--- src/rtl/dot_operand_loader.sv ---
// dot_operand_loader
//
// Upstream feeder for naive_dot. Collects weight/activation element pairs
// arriving LANES at a time on a valid/ready beat stream, assembles them into
// one N-element vector, and issues that vector to the downstream engine with
// a one-cycle start strobe. Issued-but-unfinished vectors are counted against
// returned done pulses, and issue is throttled at MAX_OUT outstanding.
//
// Handshake: a beat transfers on a rising edge where in_valid && in_ready.
// in_valid may be dropped at any time (assembly simply pauses); in_ready
// depends only on registered state, never on in_valid or done_in.
//
// Ports:
//   clk, rst        clock, asynchronous active-high reset
//   in_valid        beat valid
//   in_ready        beat accepted when in_valid && in_ready
//   in_weights      LANES weights, lane j at [j*WEIGHT_WIDTH +: WEIGHT_WIDTH]
//   in_acts         LANES activations, lane j at [j*ACT_WIDTH +: ACT_WIDTH]
//   in_last         sender's end-of-vector mark, checked only
//   done_in         downstream completion pulse, one per issued vector
//   start           one-cycle issue strobe
//   o_weights_flat  assembled weights, element i at [i*WEIGHT_WIDTH +: ...]
//   o_acts_flat     assembled activations, same indexing
//   outstanding     issued vectors not yet completed
//   vec_cnt         vectors issued, wraps at 2^16
//   err_framing     sticky: in_last disagreed with the beat position
//   err_underflow   sticky: done_in seen with nothing outstanding

module dot_operand_loader #(
   parameter int N            = 128,
   parameter int WEIGHT_WIDTH = 4,
   parameter int ACT_WIDTH    = 4,
   parameter int LANES        = 8,
   parameter int MAX_OUT      = 4
) (
   input  logic                            clk,
   input  logic                            rst,
   input  logic                            in_valid,
   output logic                            in_ready,
   input  logic [LANES*WEIGHT_WIDTH-1:0]   in_weights,
   input  logic [LANES*ACT_WIDTH-1:0]      in_acts,
   input  logic                            in_last,
   input  logic                            done_in,
   output logic                            start,
   output logic [N*WEIGHT_WIDTH-1:0]       o_weights_flat,
   output logic [N*ACT_WIDTH-1:0]          o_acts_flat,
   output logic [$clog2(MAX_OUT+1)-1:0]    outstanding,
   output logic [15:0]                     vec_cnt,
   output logic                            err_framing,
   output logic                            err_underflow
);

   localparam int BEATS = N / LANES;
   // Keep the beat counter at least one bit wide so BEATS==1 still elaborates.
   localparam int BCW   = (BEATS > 1) ? $clog2(BEATS) : 1;
   localparam int OW    = $clog2(MAX_OUT + 1);

   localparam logic [BCW-1:0] LAST_BEAT = BCW'(BEATS - 1);
   localparam logic [OW-1:0]  MAX_CNT   = OW'(MAX_OUT);

   logic [BCW-1:0]            beat_cnt;
   logic [N*WEIGHT_WIDTH-1:0] w_buf;
   logic [N*ACT_WIDTH-1:0]    a_buf;
   logic [N*WEIGHT_WIDTH-1:0] w_buf_next;
   logic [N*ACT_WIDTH-1:0]    a_buf_next;

   logic final_beat;
   logic accept;
   logic final_accept;

   assign final_beat   = (beat_cnt == LAST_BEAT);
   // Only the final beat of a vector can stall: earlier beats just fill the
   // buffer, and the final one needs a credit because it triggers an issue.
   assign in_ready     = !(final_beat && (outstanding == MAX_CNT));
   assign accept       = in_valid && in_ready;
   assign final_accept = accept && final_beat;

   // Fill buffer with the current beat's lanes merged in. The output
   // registers load from this merged view so the final beat's own lanes are
   // included in the issued vector without an extra cycle.
   always_comb begin
      w_buf_next = w_buf;
      a_buf_next = a_buf;
      for (int j = 0; j < LANES; j++) begin
         w_buf_next[(int'(beat_cnt) * LANES + j) * WEIGHT_WIDTH +: WEIGHT_WIDTH]
            = in_weights[j * WEIGHT_WIDTH +: WEIGHT_WIDTH];
         a_buf_next[(int'(beat_cnt) * LANES + j) * ACT_WIDTH +: ACT_WIDTH]
            = in_acts[j * ACT_WIDTH +: ACT_WIDTH];
      end
   end

   always_ff @(posedge clk or posedge rst) begin
      if (rst) begin
         beat_cnt       <= '0;
         w_buf          <= '0;
         a_buf          <= '0;
         o_weights_flat <= '0;
         o_acts_flat    <= '0;
         start          <= 1'b0;
         outstanding    <= '0;
         vec_cnt        <= '0;
         err_framing    <= 1'b0;
         err_underflow  <= 1'b0;
      end else begin
         start <= final_accept;

         if (accept) begin
            w_buf    <= w_buf_next;
            a_buf    <= a_buf_next;
            beat_cnt <= final_beat ? '0 : beat_cnt + BCW'(1);
            // in_last is advisory: a mismatch is flagged but never changes
            // how the beat is placed or counted.
            if (in_last != final_beat) begin
               err_framing <= 1'b1;
            end
         end

         // Output registers are separate from the fill buffer, so the next
         // vector can start filling immediately after this one issues.
         if (final_accept) begin
            o_weights_flat <= w_buf_next;
            o_acts_flat    <= a_buf_next;
         end

         if (start) begin
            vec_cnt <= vec_cnt + 16'd1;
         end

         // An issue and a completion in the same cycle cancel out.
         if (final_accept && !done_in) begin
            outstanding <= outstanding + OW'(1);
         end else if (!final_accept && done_in && (outstanding != '0)) begin
            outstanding <= outstanding - OW'(1);
         end

         if (done_in && (outstanding == '0)) begin
            err_underflow <= 1'b1;
         end
      end
   end

endmodule

--- config.mk ---
export PLATFORM = sky130hd
export DESIGN_NAME = dot_operand_loader
export DESIGN_NICKNAME = d
export VERILOG_FILES = /design/src/rtl/dot_operand_loader.sv
export SDC_FILE = /design/constraint.sdc
export NUM_CORES = 2
export LEC_CHECK = 0
export CAP_MARGIN = 20
export CORE_ASPECT_RATIO = 0.7
export CORE_MARGIN = 1.5
export CORE_UTILIZATION = 50
export DETAILED_ROUTE_END_ITERATION = 8
export PLACE_DENSITY_LB_ADDON = 0.1
export SYNTH_ARGS = -nofsm -noshare
export SYNTH_HDL_FRONTEND = slang
export SYNTH_SLANG_ARGS = --single-unit
--- constraint.sdc ---
create_clock -name clk -period 69.7 [get_ports clk]
set_input_delay 13.94 -clock clk [delete_from_list [all_inputs] [get_ports clk]]
set_output_delay 13.94 -clock clk [all_outputs]
set_load 0.05 [all_outputs]
# ---- After elaboration in Yosys (flattened, before gate mapping)
# Index checks and enable logic that the tools add are counted.
dict set report word_totals {
  word_cells 89
  output_inout_bits 1047
  regBits 2074
  input_bits 69
}
dict set report classes {
  n_eq_ne 3
  reduce_logical 14
  n_addsub 19
  shift 24
  n_mux 19
}
# cell count
set op_table {}
lappend op_table {{512-bit bitwise mux} 16}
lappend op_table {{4-bit by 33-bit variable part select with 512-bit output} 16}
lappend op_table {{4-bit by 33-bit variable shift with 512-bit output (first input constant)} 8}
lappend op_table {{10-bit negator with 33-bit output} 7}
lappend op_table {{9-bit negator with 33-bit output} 1}
lappend op_table {{7-bit by 3-bit adder with 8-bit output (second input constant)} 4}
lappend op_table {{16-bit by 1-bit adder with 16-bit output (second input constant)} 1}
lappend op_table {{7-bit by 2-bit adder with 8-bit output (second input constant)} 2}
lappend op_table {{7-bit by 1-bit adder with 8-bit output (second input constant)} 1}
lappend op_table {{1-bit logical AND} 7}
lappend op_table {{3-bit 2-to-1 mux} 2}
lappend op_table {{4-bit by 1-bit adder with 4-bit output (second input constant)} 1}
lappend op_table {{4-bit equality test (second input constant)} 1}
lappend op_table {{4-bit 2-to-1 mux} 1}
lappend op_table {{3-bit by 1-bit adder with 3-bit output (second input constant)} 1}
lappend op_table {{3-bit equality test (second input constant)} 1}
lappend op_table {{1-bit logical NOT} 3}
lappend op_table {{3-bit logical NOT} 1}
lappend op_table {{3-bit nonzero test} 1}
lappend op_table {{3-bit by 1-bit subtractor with 3-bit output (second input constant)} 1}
lappend op_table {{2-bit AND reduction} 1}
lappend op_table {{2-bit nonzero test} 1}
lappend op_table {{1-bit != test} 1}

# ---- Depth between registers and ports, before layout
dict set report logic_depth {
  depth_word 10
  ltp_mapped 14
  depth_no_buf 9
}

# ---- Worst setup path after synthesis
# No wires, ideal clock.
dict set report synth_path {
  kind {input port to flip-flop}
  from {input in_valid}
  to {register outstanding[2]}
  arrival_ps 15785
  stages 11
  setup_slack_ps 53847
  setup_ps 68
  path_buffers 4
  required_ps 69632
  cell_sequence {nand3_2 > buf_4 > buf_2 > buf_2 > buf_2 > nor2_1 > inv_1 > fa_1 > or3_1 > nor3_1 > a221o_1}
}
dict set report synth_between {
  elab_chain_len 6
  elab_cells_between_ends 8
  classes_between {mux (1); reduce/logical (7)}
}
# element line_no
set synth_rtl {}
lappend synth_rtl {{start: declaration} 38} ;# input logic in_valid,
lappend synth_rtl {{1-bit logical AND (*)} 75} ;# assign accept = in_valid && in_ready;
lappend synth_rtl {{1-bit logical AND (*)} 76} ;# assign final_accept = accept && final_beat;
lappend synth_rtl {{1-bit logical NOT} 132} ;# end else if (!final_accept && done_in && (outstanding != '0)) begin
lappend synth_rtl {{1-bit logical AND (2 in series)} 132}
lappend synth_rtl {{2-bit nonzero test (no line)} n/a}
lappend synth_rtl {{end signal: assignment} 131} ;# outstanding <= outstanding + OW'(1);
lappend synth_rtl {{end signal: assignment} 133} ;# outstanding <= outstanding - OW'(1);
lappend synth_rtl {{end: declaration} 47} ;# output logic [$clog2(MAX_OUT+1)-1:0] outstanding,
# Mark *: on every way between the ends. The rest lies on a longest branch, timed or not.
# A chain may end at the register's enable or synchronous reset.

# ---- Worst setup path after layout
dict set report layout_path {
  from {input in_valid}
  to {register o_weights_flat[141]}
}
dict set report layout_between {
  elab_chain_len 2
}
# element line_no
set layout_rtl {}
lappend layout_rtl {{1-bit logical AND} 75}
lappend layout_rtl {{1-bit logical AND} 76}
lappend layout_rtl {{end signal: assignment} 121} ;# o_weights_flat <= w_buf_next;
lappend layout_rtl {{end: declaration} 45} ;# output logic [N*WEIGHT_WIDTH-1:0] o_weights_flat,
# No other way between the ends.

==> reports/results.tsv <==
metric	value	unit
crit_buf_inv	5	
crit_path_max_incr_delay	0.94	ns
cts-resized-gates	0	
crit_arrival	19.47	ns
cts_buffer_depth	3	
grtUsageMet1	43.9	%
r2r_start	beat_cnt[0]	
async_reset_ff_share	100	%
root_buffer	clkbuf_16	
clk_pin_slew_worst_paths	0.07	ns
grt_pass1_vias	68100	
stdcell_area	106000	um^2
p_leak	44.4	nW
vias_per_cell	5.76	
vias	70700	
cp-start-kind	input port	
path_max_fanout	303	
grt_overflow_total	0	
crit_slowest_cell	buf_4	
fill_cells	14600	
clock_latency	0.86	ns
min_period	18.73	ns
synth-seq-area-share	59.4	%
grtUsageMet3	5.87	%
numCtsBuffers	199	
max_slew_margin	7.57	%
crit_path_end_kind	flop	
die_w	503	um
antenna_found_initial	6	
grt_start_max_net_pins	311	
finalHoldViolCount	0	
wirelength	300000	um
first_pass_iters	8	
initial_core_util	50.3	%
avgSynthCellArea	9.61	um^2
powerDensity	47.0	nW/um^2
synth_cells	9094	
ys_seq_elements	2074	
layout.nets	9841	
hpwl	197000	um
drive_gt1_share	6.30	%
gp_congestion	0.880	
crit_top_cell	buf_4	
yosys_most_used_dff	dfrtp_1	
grt_pass1_wl	445000	um
fin_setup_tns	0	ns
skew	0.0354	ns
cts_tree	done	
syn_to_final_growth	21.6	%
crit_type	input port to flop	
clkSinkCount	2074	
maxCapViolCount	0	
min_period_over_period	26.9	%
worstMarginPinSlew	1.39	ns
cts_htree_levels	4	
io_pins	1116	
slew_violations	0	
grt_setup_unrepaired	no	
hold_class	flop to flop	
dpl_cell_area	99500	um^2
drc	0	
drt_iter0_markers	6899	
core	174000	um^2
yosys_warnings	0	
synth_cell_type_count	62	
dp_cells	11900	
top_usage_layer	met2	
synth_edf_count	0	
path_cells	buf_2, nand3_4, inv_16, buf_12, buf_4, buf_4, nor2_1, a31oi_1	
power	4.99	mW
use_met2	51.5	%
ir_drop	0.0000467	V
port_buffers	1115	
max_freq	0.0534	GHz
hold_start	a_buf[0]	
cpLargestDelayFamily	buffers and inverters	
setup_violations	0	
avgRoutedWirePerCell	24.5	um
status	completed	
synth_fp_nets	9174	
place_ws	50.12	ns
grt_usage	33.4	%
cts.hold.buffers_added	0	
worst_slack	50.97	ns
die-area	177000	um^2
layout.cells.non_filler	12300	
cp-startpoint	in_valid	
fp-row-count	128	
cp.required	70.45	ns
cts_setup_buffers	0	
die_h	353	um
syn_area	87400	um^2
ant_nets	0	
==> cells in the mapped netlist (7+ instances only) <==
| cell | count | area [um^2] |
|---|---|---|
| a21oi_1 | 77 | 385 |
| a31oi_1 | 474 | 2970 |
| and2_1 | 124 | 776 |
| and3_1 | 36 | 225 |
| buf_1 | 33 | 124 |
| buf_2 | 248 | 1240 |
| buf_4 | 15 | 113 |
| clkbuf_1 | 488 | 1830 |
| dfrtp_1 | 2074 | 51900 |
| ha_1 | 10 | 125 |
| inv_1 | 18 | 67.6 |
| mux2_2 | 111 | 1250 |
| mux2i_1 | 506 | 5060 |
| nand2_1 | 2292 | 8600 |
| nand3_1 | 491 | 2460 |
| nand4_1 | 20 | 125 |
| nor2_1 | 523 | 1960 |
| nor2b_1 | 12 | 75.1 |
| o211ai_1 | 14 | 105 |
| o21ai_0 | 1390 | 6960 |
| o21ai_1 | 42 | 210 |
| o31ai_1 | 8 | 60.1 |
| or3_1 | 7 | 43.8 |
| xnor2_1 | 13 | 114 |
==> final timing paths <==
check / end / slack [ns] / cells past startpoint
worst max register to register: o_weights_flat[141] / 63.56 / 11
min in group asynchronous: o_acts_flat[178] / 13.52 / 2
max in group asynchronous: o_weights_flat[52] / 51.84 / 7
worst min-delay path: o_acts_flat[0] / 0.47 / 2
worst min register to register: o_acts_flat[0] / 0.47 / 2
worst max-delay path: o_weights_flat[141] / 50.97 / 8
==> cell usage in the layout, fill, tap and decap left out, drive strengths merged, types with 2 or more instances in the layout <==
cell type and n:
dfrtp 2074, diode 2, clkbuf 304, o211a 2
nor3 10, nand3 494, nor3b 3, nor2 527
or3 7, a21oi 77, mux2 113, a31oi 474
or2 3, mux2i 506, buf 137, xor2 4
clkdlybuf4s50 1114, o31ai 8, o21ai 1434, nor2b 12
clkinvlp 5, nand2 2292, and3 36, o211ai 19
and4bb 2, inv 25, bufinv 7, clkinv 41
xnor2 13, nand4 22, a21boi 2, and2 126
or3b 2, ha 10, nand2b 3, nor4 3
==> layer usage <==
layer,wire length [um],vias up
li1,-,32200
met1,120000,35100
met2,137000,2809
met3,21400,664
met4,21400,6
met5,41,-
==> area by class of cell <==
| cell class | count | area [um^2] | area share, % |
|---|---|---|---|
| diodes | 2 | 5.00 | 0.00471 |
| clock buffers | 304 | 5940 | 5.59 |
| clock inverters | 56 | 617 | 0.581 |
| inverters | 22 | 103 | 0.0966 |
| multi-input cells | 6213 | 32300 | 30.4 |
| flip-flops and latches | 2074 | 51900 | 48.9 |
| well taps | 2340 | 2930 | 2.76 |
| repair buffers | 1251 | 12400 | 11.7 |
==> report_power, final <==
| group | switching, mW | internal (mW) |
|---|---|---|
| clock | 0.480 | 0.613 |
| combinational | 1.40 | 0.614 |
| sequential | 0.299 | 1.59 |
| total | 2.18 | 2.81 |
==> worst register-to-register path, stage by stage, from the launching register on <==
cell and delay (ns):
dfrtp_1 0.32, buf_4 0.42, ha_1 0.32, and3_1 0.17, buf_4 0.21, nand3_4 0.63
inv_16 0.87, buf_12 0.75, buf_4 1.25, buf_4 0.79, nor2_1 0.14, a31oi_1 0.18
==> sequential cells by signal, indices dropped and copies added (netlist names) <==
register	count
outstanding	3
w_buf	512
vec_cnt	16
o_weights_flat	512
a_buf	512
err_underflow	1
o_acts_flat	512
start	1
beat_cnt	4
err_framing	1
==> per-stage QoR <==
| step | hold WS [ns] | utilization [%] |
|---|---|---|
| floorplan | 0.439 | - |
| global placement | 0.460 | 57.2 |
| detailed placement | 0.454 | 57.3 |
| CTS | 0.472 | 61.0 |
| global route | 0.493 | 61.1 |
| finish | 0.467 | 61.1 |
==> kinds of logic after synthesis <==
kind of cell | after synthesis | synth area share, %
xor gates and xnor gates | 17 | 0.170
buffers and inverters | 807 | 3.89
DFF | 2074 | 59.4
and+or+nand+nor | 3545 | 16.7
muxes | 619 | 7.25
AOI/OAI and AO/OA | 2021 | 12.4
adders and majority gates | 11 | 0.166
No activity file was read; power rests on OpenSTA's default activity.
